==> src/rtl/reu_dma_seq_mc.sv <==
// reu_dma_seq_mc: multi-channel REU DMA sequencer with round-robin grant,
// per-transfer length counter, pipelined C64->REU writes, abort, Done strobes.
// Ports:
//   PHI2, nRESET        clock (state on falling edge), async active-low reset
//   BA, Equal           bus available, verify compare result
//   Execute, Abort      per-channel start strobes, terminate active transfer
//   XferType, LenLoad   per-channel mode (2 bits) and start length
//   DMA, DMARW          DMA active, 1 = C64 read / 0 = C64 write
//   RAMRD, RAMWR        REU RAM read / write enables
//   Chan, LenRemain     granted channel, remaining byte count
//   NextCA, NextREUA    address advance strobes (combinational)
//   XferEnd, VerifyErr  final byte / verify mismatch (combinational)
//   Done                one-cycle completion pulse per channel
module reu_dma_seq_mc #(
    parameter int NCH   = 2,
    parameter int CH_W  = 1,
    parameter int LEN_W = 16
) (
    input  logic                   PHI2,
    input  logic                   nRESET,
    input  logic                   BA,
    input  logic                   Equal,
    input  logic [NCH-1:0]         Execute,
    input  logic                   Abort,
    input  logic [2*NCH-1:0]       XferType,
    input  logic [NCH*LEN_W-1:0]   LenLoad,
    output logic                   DMA,
    output logic                   DMARW,
    output logic                   RAMRD,
    output logic                   RAMWR,
    output logic [CH_W-1:0]        Chan,
    output logic [LEN_W-1:0]       LenRemain,
    output logic                   NextCA,
    output logic                   NextREUA,
    output logic                   XferEnd,
    output logic                   VerifyErr,
    output logic [NCH-1:0]         Done
);

    typedef enum logic {IDLE, RUN} state_t;

    state_t            state, state_n;
    logic [NCH-1:0]    pend, pend_n;
    logic              swapph, swap_n;
    logic              wrpend, wrpend_n;
    logic [CH_W-1:0]   ptr, ptr_n;

    logic              dma_n, rw_n, rd_n, wr_n;
    logic [CH_W-1:0]   chan_n;
    logic [LEN_W-1:0]  len_n;
    logic [NCH-1:0]    done_n;

    logic [1:0]        typ   [NCH];
    logic [LEN_W-1:0]  lenld [NCH];

    for (genvar g = 0; g < NCH; g++) begin : g_unpack
        assign typ[g]   = XferType[2*g +: 2];
        assign lenld[g] = LenLoad[g*LEN_W +: LEN_W];
    end

    // {DMARW, RAMRD, RAMWR} loaded before the first cycle of a transfer
    function automatic logic [2:0] preset(input logic [1:0] t);
        logic [2:0] p;
        p = 3'b110;
        if (t == 2'b00) p = 3'b100;
        if (t == 2'b01) p = 3'b010;
        return p;
    endfunction

    // round-robin candidate: first pending at or after ptr, with wrap
    logic              found;
    logic [CH_W-1:0]   cand;
    logic [CH_W-1:0]   idx;

    always_comb begin
        found = 1'b0;
        cand  = '0;
        idx   = '0;
        for (int k = 0; k < NCH; k++) begin
            idx = CH_W'((int'(ptr) + k) % NCH);
            if (!found && pend[idx]) begin
                found = 1'b1;
                cand  = idx;
            end
        end
    end

    logic [1:0] cur;
    logic       cyc, unit, verr, last, abrt;

    assign cur  = typ[Chan];
    assign cyc  = DMA & BA;
    // swap phase 0 is only the first half of a byte
    assign unit = cyc & ~((cur == 2'b10) & ~swapph);
    assign verr = cyc & (cur == 2'b11) & ~Equal;
    assign last = unit & ((LenRemain == LEN_W'(1)) | verr);
    assign abrt = Abort & DMA;

    assign NextCA    = unit;
    // C64->REU: RAM write (and REU address step) lags the C64 read by one cycle
    assign NextREUA  = (cur == 2'b00) ? wrpend : unit;
    assign XferEnd   = last & ~Abort;
    assign VerifyErr = verr;

    always_comb begin
        state_n  = state;
        dma_n    = DMA;
        rw_n     = DMARW;
        rd_n     = RAMRD;
        wr_n     = RAMWR;
        chan_n   = Chan;
        len_n    = LenRemain;
        done_n   = '0;
        pend_n   = pend;
        swap_n   = swapph;
        ptr_n    = ptr;
        wrpend_n = cyc & ~Abort;

        unique case (state)
            IDLE: begin
                {rw_n, rd_n, wr_n} = preset(typ[cand]);
                swap_n = 1'b0;
                if (found) begin
                    state_n      = RUN;
                    dma_n        = 1'b1;
                    chan_n       = cand;
                    len_n        = lenld[cand];
                    ptr_n        = CH_W'((int'(cand) + 1) % NCH);
                    pend_n[cand] = 1'b0;
                end
            end
            RUN: begin
                if (abrt) begin
                    state_n            = IDLE;
                    dma_n              = 1'b0;
                    swap_n             = 1'b0;
                    wrpend_n           = 1'b0;
                    pend_n[Chan]       = 1'b0;
                    {rw_n, rd_n, wr_n} = preset(typ[cand]);
                end else if (cyc) begin
                    unique case (cur)
                        2'b00: {rw_n, rd_n, wr_n} = 3'b101;
                        2'b01: {rw_n, rd_n, wr_n} = 3'b010;
                        2'b10: {rw_n, rd_n, wr_n} = swapph ? 3'b110 : 3'b001;
                        default: {rw_n, rd_n, wr_n} = 3'b110;
                    endcase
                    swap_n = (cur == 2'b10) ? ~swapph : 1'b0;
                    if (unit) len_n = LenRemain - LEN_W'(1);
                    if (last) begin
                        state_n            = IDLE;
                        dma_n              = 1'b0;
                        swap_n             = 1'b0;
                        done_n[Chan]       = 1'b1;
                        {rw_n, rd_n, wr_n} = preset(typ[cand]);
                    end
                end
            end
            default: state_n = IDLE;
        endcase

        // a strobe during its own transfer re-arms the channel
        pend_n = pend_n | Execute;
    end

    always_ff @(negedge PHI2 or negedge nRESET) begin
        if (!nRESET) begin
            state     <= IDLE;
            DMA       <= 1'b0;
            DMARW     <= 1'b1;
            RAMRD     <= 1'b0;
            RAMWR     <= 1'b0;
            Chan      <= '0;
            LenRemain <= '0;
            Done      <= '0;
            pend      <= '0;
            swapph    <= 1'b0;
            wrpend    <= 1'b0;
            ptr       <= '0;
        end else begin
            state     <= state_n;
            DMA       <= dma_n;
            DMARW     <= rw_n;
            RAMRD     <= rd_n;
            RAMWR     <= wr_n;
            Chan      <= chan_n;
            LenRemain <= len_n;
            Done      <= done_n;
            pend      <= pend_n;
            swapph    <= swap_n;
            wrpend    <= wrpend_n;
            ptr       <= ptr_n;
        end
    end

endmodule
==> config.mk <==
export PLATFORM = sky130hd
export DESIGN_NAME = reu_dma_seq_mc
export DESIGN_NICKNAME = d
export VERILOG_FILES = /design/src/rtl/reu_dma_seq_mc.sv
export SDC_FILE = /design/constraint.sdc
export NUM_CORES = 1
export LEC_CHECK = 0
export ABC_CLOCK_PERIOD_IN_PS = 2400
export CORE_MARGIN = 2
export CORE_UTILIZATION = 41
export CTS_CLUSTER_SIZE = 28
export DETAILED_ROUTE_END_ITERATION = 7
export MAX_ROUTING_LAYER = met4
export PLACE_DENSITY = 0.76
export SLEW_MARGIN = 20
export SYNTH_ARGS = -nofsm -noshare
export SYNTH_HDL_FRONTEND = slang
export SYNTH_SLANG_ARGS = --single-unit
export TNS_END_PERCENT = 5
==> constraint.sdc <==
create_clock -name PHI2 -period 2.4 [get_ports PHI2]
set_clock_uncertainty 0.2 [all_clocks]
set_input_delay 0.36 -clock PHI2 [delete_from_list [all_inputs] [get_ports PHI2]]
set_output_delay 0.36 -clock PHI2 [all_outputs]
set_load 0.005 [all_outputs]
==> impl_results.html, run 1 <==
<table>
<tr><th>Metric</th><th>Value</th></tr>
<tr><th colspan="2">Synthesis</th></tr>
<tr><td>Synth warn</td><td>0</td></tr>
<tr><td>Dominant register cell in the synthesized netlist</td><td>sky130_fd_sc_hd__dfrtn_1</td></tr>
<tr><td>Post-synthesis cell type count</td><td>53</td></tr>
<tr><td>Number of nets produced by synthesis</td><td>267</td></tr>
<tr><td>Sequential area share after synthesis</td><td>0.372</td></tr>
<tr><td>Syn avg cell area</td><td>8.80 µm²</td></tr>
<tr><td>Synthesized flop and latch total</td><td>29</td></tr>
<tr><td>Cell area after synthesis</td><td>1950 µm²</td></tr>
<tr><td>Count of mapped cells out of synthesis</td><td>222</td></tr>
<tr><td>Proportion of synthesized flip-flops having asynchronous set or reset</td><td>1.00</td></tr>
<tr><td>Number of enable-type register cells in the synthesized netlist</td><td>0</td></tr>
<tr><th colspan="2">Pwr</th></tr>
<tr><td>Power density normalized to cell area</td><td>1240 nW/µm²</td></tr>
<tr><td>Reg power frac</td><td>0.218</td></tr>
<tr><td>Clock power share</td><td>0.112</td></tr>
<tr><td>Cell internal pwr</td><td>0.00257 W</td></tr>
<tr><td>Worst-case vdd ir drop</td><td>0.784 mV</td></tr>
<tr><td>Switching Power</td><td>0.00170 W</td></tr>
<tr><td>Total chip power</td><td>0.00427 W</td></tr>
<tr><td>Leak Pwr</td><td>1.54 nW</td></tr>
<tr><td>Switching power as a share of total power</td><td>0.398</td></tr>
<tr><td>Fraction of power consumed by combinational cells</td><td>0.671</td></tr>
<tr><th colspan="2">Floorplanning</th></tr>
<tr><td>Die height</td><td>73.0 µm</td></tr>
<tr><td>Area enclosed by the die boundary</td><td>5330 µm²</td></tr>
<tr><td>Overall die width</td><td>73.0 µm</td></tr>
<tr><td>Number of standard-cell rows in the floorplan</td><td>25</td></tr>
<tr><td>Initial cell density of the core</td><td>0.419</td></tr>
<tr><td>Number of placed I/O pins</td><td>70</td></tr>
<tr><td>Core Area</td><td>4660 µm²</td></tr>
<tr><th colspan="2">Clock network</th></tr>
<tr><td># H-tree levels</td><td>2</td></tr>
<tr><td>CTS sink count</td><td>29</td></tr>
<tr><td>Clock latency on the worst-skew pair</td><td>0.30 ns</td></tr>
<tr><td>CTS clk-pin slew, worst paths</td><td>0.05 ns</td></tr>
<tr><td>Post-CTS Hold Buffers</td><td>0</td></tr>
<tr><td>Buffer levels on the longest clock path</td><td>2</td></tr>
<tr><td>Clk root buf</td><td>sky130_fd_sc_hd__clkbuf_8</td></tr>
<tr><td>Num CTS Buffers</td><td>5</td></tr>
<tr><td>CTS tree</td><td>built</td></tr>
<tr><th colspan="2">Detailed routing</th></tr>
<tr><td>Number of optimization iterations in the first detailed-route pass</td><td>5</td></tr>
<tr><td>Routed Wire Length</td><td>7030 µm</td></tr>
<tr><td>Post-detailed-route DRC marker count</td><td>0</td></tr>
<tr><td>Wire length per cell after detailed routing</td><td>17.2 µm</td></tr>
<tr><td>Via count normalized by instance count</td><td>5.87</td></tr>
<tr><td>Vias</td><td>2400</td></tr>
<tr><td>Remaining number of nets flagged by the antenna check after routing</td><td>0</td></tr>
<tr><td>First DRT Iteration DRCs</td><td>206</td></tr>
<tr><th colspan="2">Global route</th></tr>
<tr><td>Total Routing Usage GR</td><td>0.278</td></tr>
<tr><td>Aggregate global routing overflow</td><td>0</td></tr>
<tr><td>Global-route wire length before repair</td><td>10900 µm</td></tr>
<tr><td>Antenna violations before repair</td><td>0</td></tr>
<tr><td>Vias in the first global route</td><td>2237</td></tr>
<tr><td>Maximum number of pins on one net before global-route repair</td><td>33</td></tr>
<tr><th colspan="2">Placement</th></tr>
<tr><td>Routability cong.</td><td>0.948</td></tr>
<tr><td>Worst slack, placed</td><td>-1.32 ns</td></tr>
<tr><td>Sum of net half-perimeters after detailed placement</td><td>4950 µm</td></tr>
<tr><td>Cells after DPL</td><td>395</td></tr>
<tr><td>Port Buffers</td><td>69</td></tr>
<tr><th colspan="2">Flow run</th></tr>
<tr><td>Number of max-cap violations</td><td>0</td></tr>
<tr><th colspan="2">Worst hold path</th></tr>
<tr><td>Hold Crit Endpoint</td><td>RAMWR$_DFFE_NN0P_</td></tr>
<tr><td>Startpoint of the tightest hold check path</td><td>RAMWR$_DFFE_NN0P_</td></tr>
<tr><td>Hold Path Stages</td><td>2</td></tr>
<tr><td>Class of the worst hold path</td><td>flop to flop</td></tr>
<tr><th colspan="2">Timing</th></tr>
<tr><td>Number of max-slew violations in the final report</td><td>0</td></tr>
<tr><td>Setup repair after global routing missed its margin</td><td>yes</td></tr>
<tr><td>Setup violation total in the final timing report</td><td>52</td></tr>
<tr><td>Max-Slew Margin vs Limit</td><td>0.662</td></tr>
<tr><td>Setup total negative slack</td><td>-31.88 ns</td></tr>
<tr><td>Endpoints failing hold</td><td>0</td></tr>
<tr><td>Slew of the pin with the lowest slew margin</td><td>0.505 ns</td></tr>
<tr><td>PnR worst setup slack</td><td>-1.26 ns</td></tr>
<tr><th colspan="2">Worst setup path</th></tr>
<tr><td>Maximum fanout count along the critical path</td><td>4</td></tr>
<tr><td>Startpoint of the lowest-slack register-to-register path</td><td>Chan$_DFFE_NN0P_</td></tr>
<tr><td>Library cell contributing the largest single delay on the critical path</td><td>sky130_fd_sc_hd__or4b_4</td></tr>
<tr><td>Critical path required time</td><td>1.84 ns</td></tr>
<tr><td>Worst r2r dst</td><td>RAMRD$_DFFE_NN0P_</td></tr>
<tr><td>Setup crit start kind</td><td>flop</td></tr>
<tr><td>Worst Setup Path Type</td><td>flop to output pin</td></tr>
<tr><td>Delay of the slowest cell on the worst path</td><td>0.51 ns</td></tr>
<tr><td>Number of buffers and inverters on the critical path</td><td>3</td></tr>
<tr><td>Logic depth of the worst register-to-register path</td><td>8</td></tr>
<tr><td>Endpoint arrival time on the critical path</td><td>3.10 ns</td></tr>
<tr><td>Top delay family on crit path</td><td>simple AND/OR/NAND/NOR gates</td></tr>
<tr><td>Critical path, cell by cell</td><td>buf_6 &gt; or4b_4 &gt; nand4_1 &gt; buf_4 &gt; a21oi_4 &gt; and2_4 &gt; buf_6</td></tr>
<tr><td>Worst setup slack for register-to-register paths</td><td>0 ns</td></tr>
<tr><td>Dominant cell type by count on the critical path</td><td>sky130_fd_sc_hd__buf_6</td></tr>
<tr><td>CP endpoint kind</td><td>output pin</td></tr>
<tr><th colspan="2">Outcome</th></tr>
<tr><td>Failing checks</td><td>setup timing</td></tr>
<tr><td>Status</td><td>complete, but fails checks</td></tr>
<tr><th colspan="2">Layout</th></tr>
<tr><td>Area Growth Syn to Fin</td><td>77.0%</td></tr>
<tr><td>Final Non-Filler Cells</td><td>409</td></tr>
<tr><td>Count of antenna diodes in the layout</td><td>0</td></tr>
<tr><td>Final core utilization</td><td>0.742</td></tr>
<tr><td>Net count of the finished layout</td><td>399</td></tr>
<tr><td>Share of layout cells above drive strength 1</td><td>0.363</td></tr>
</table>
==> metal layers <==
layer	wire (µm)	part of all wire	up-vias	global-route usage
met1	2910	0.41	1151	0.358
met3	453	0.064	20	0.0456
met5	0	0	-	-
li1	-	-	1125	-
met2	3470	0.49	104	0.431
met4	189	0.027	0	0.117
==> logic make-up (layout without fill, tap and decap cells) <==
group                    count (synthesis)  after routing  synth area share
AO/OA/AOI/OAI                           77             77             0.271
adder cells (fa/ha/maj)                  2              2            0.0128
buffers and inverters                   24            157            0.0480
flip-flops                              29             29             0.372
multiplexers                            13             13            0.0711
AND/OR/NAND/NOR                         77             77             0.225
==> final cells by class <==
class | instances | area [µm²]
Inverter | 10 | 37.5
Clock buffer | 7 | 97.6
Multi-Input combinational cell | 169 | 1190
Timing Repair Buffer | 138 | 1330
Clock inverter | 2 | 8.76
Fill cell | 320 | 1200
Tap cell | 54 | 67.6
Sequential cell | 29 | 727
==> cells in the final DEF (no fill, tap or decap), types with 4 or more instances in the layout <==
master | netlist | final
sky130_fd_sc_hd__buf_4 | 0 | 44
sky130_fd_sc_hd__clkdlybuf4s50_1 | 0 | 40
sky130_fd_sc_hd__buf_6 | 0 | 40
sky130_fd_sc_hd__dfrtn_1 | 28 | 28
sky130_fd_sc_hd__nand2_1 | 20 | 20
sky130_fd_sc_hd__a21oi_1 | 18 | 17
sky130_fd_sc_hd__inv_1 | 10 | 9
sky130_fd_sc_hd__o21ai_0 | 10 | 9
sky130_fd_sc_hd__o22a_1 | 8 | 8
sky130_fd_sc_hd__nor2_1 | 7 | 7
sky130_fd_sc_hd__a2bb2oi_1 | 7 | 7
sky130_fd_sc_hd__mux2_2 | 7 | 7
sky130_fd_sc_hd__buf_2 | 3 | 7
sky130_fd_sc_hd__mux2i_1 | 6 | 6
sky130_fd_sc_hd__and3_1 | 6 | 6
sky130_fd_sc_hd__a211oi_1 | 6 | 6
sky130_fd_sc_hd__nor3_1 | 6 | 5
sky130_fd_sc_hd__a31oi_1 | 5 | 5
sky130_fd_sc_hd__or3_1 | 5 | 5
sky130_fd_sc_hd__o22ai_1 | 5 | 5
sky130_fd_sc_hd__clkbuf_8 | 0 | 5
sky130_fd_sc_hd__o21a_1 | 4 | 4
sky130_fd_sc_hd__nand3_1 | 5 | 4
sky130_fd_sc_hd__buf_12 | 0 | 4
==> metrics by stage <==
stage               hold WS (ns)  cell area [µm²]
global route               0.273             3460
CTS                        0.261             3440
detailed placement         0.261             3200
floorplan                  0.233             1980
finish                     0.256             3460
global placement           0.247             3200
==> cells in the mapped netlist, types with 2 or more instances <==
library cell / count / share of area
sky130_fd_sc_hd__nor2_1: 7 / 0.013
sky130_fd_sc_hd__nor3b_1: 4 / 0.015
sky130_fd_sc_hd__o21a_1: 4 / 0.015
sky130_fd_sc_hd__nor3_1: 6 / 0.015
sky130_fd_sc_hd__and3_1: 6 / 0.019
sky130_fd_sc_hd__inv_1: 10 / 0.019
sky130_fd_sc_hd__o22a_1: 8 / 0.036
sky130_fd_sc_hd__nand3b_1: 2 / 0.0077
sky130_fd_sc_hd__clkbuf_1: 10 / 0.019
sky130_fd_sc_hd__ha_1: 2 / 0.013
sky130_fd_sc_hd__mux2i_1: 6 / 0.031
sky130_fd_sc_hd__o22ai_1: 5 / 0.016
sky130_fd_sc_hd__a31oi_1: 5 / 0.016
sky130_fd_sc_hd__nor4_1: 3 / 0.0096
sky130_fd_sc_hd__nand2b_1: 2 / 0.0064
sky130_fd_sc_hd__nand4_1: 3 / 0.0096
sky130_fd_sc_hd__a2bb2oi_1: 7 / 0.031
sky130_fd_sc_hd__a211oi_1: 6 / 0.023
sky130_fd_sc_hd__dfrtn_1: 28 / 0.36
sky130_fd_sc_hd__a21oi_1: 18 / 0.046
sky130_fd_sc_hd__or3_1: 5 / 0.016
sky130_fd_sc_hd__o21ai_0: 10 / 0.026
sky130_fd_sc_hd__or4_4: 2 / 0.012
sky130_fd_sc_hd__mux2_2: 7 / 0.040
sky130_fd_sc_hd__o31ai_1: 3 / 0.012
sky130_fd_sc_hd__nand3_1: 5 / 0.013
sky130_fd_sc_hd__buf_2: 3 / 0.0077
sky130_fd_sc_hd__nand2_1: 20 / 0.038
==> sequential cells by signal, indices dropped and copies added (netlist names) <==
name,cells
Chan,1
DMA,1
wrpend,1
LenRemain,16
state,1
pend,2
DMARW,1
ptr,1
Done,2
swapph,1
RAMWR,1
RAMRD,1
==> repair_timing <==
item,in CTS,in global routing
pin swaps,10,5
gates resized for setup,149,10
cloned,0,0
setup buffers,9,1
endpoints found under the setup margin,54,53
==> worst min-delay path: stages, from the launching register on <==
cell and delay [ns]:
sky130_fd_sc_hd__dfrtn_1 0.42, sky130_fd_sc_hd__nand2_1 0.05, sky130_fd_sc_hd__o31ai_1 0.06
==> how the worst max path moves through the flow <==
stage / slack (ns) / from / endpoint / cells after the start
floorplan: -0.83 / DMA$_DFFE_NN0P_ / XferEnd / 5
CTS: -1.23 / Chan$_DFFE_NN0P_ / XferEnd / 5
detailed placement: -1.32 / LenRemain[0]$_DFFE_NN0P_ / XferEnd / 6
global route: -1.28 / Chan$_DFFE_NN0P_ / XferEnd / 7
global placement: -1.30 / LenRemain[0]$_DFFE_NN0P_ / XferEnd / 6
finish: -1.26 / Chan$_DFFE_NN0P_ / XferEnd / 7
==> power groups by stage <==
| stage | logic (W) | registers [W] | clock network [W] |
|---|---|---|---|
| finish | 0.00286 | 0.000930 | 0.000476 |
| global route | 0.00308 | 0.000956 | 0.000498 |
| CTS | 0.00280 | 0.000913 | 0.000478 |
| detailed placement | 0.00260 | 0.000892 | 0.00000521 |
| global placement | 0.00254 | 0.000879 | 0.00000521 |
| floorplan | 0.00122 | 0.000965 | 0.00000521 |
Note: power is estimated with default switching activity, not from simulation.
==> inputs of run 2 (changes only) <==
Settings changed: SLEW_MARGIN 20 to 5.
==> results of run 2 <==
The final DEF is identical to that of run 1; final timing and power are the same.
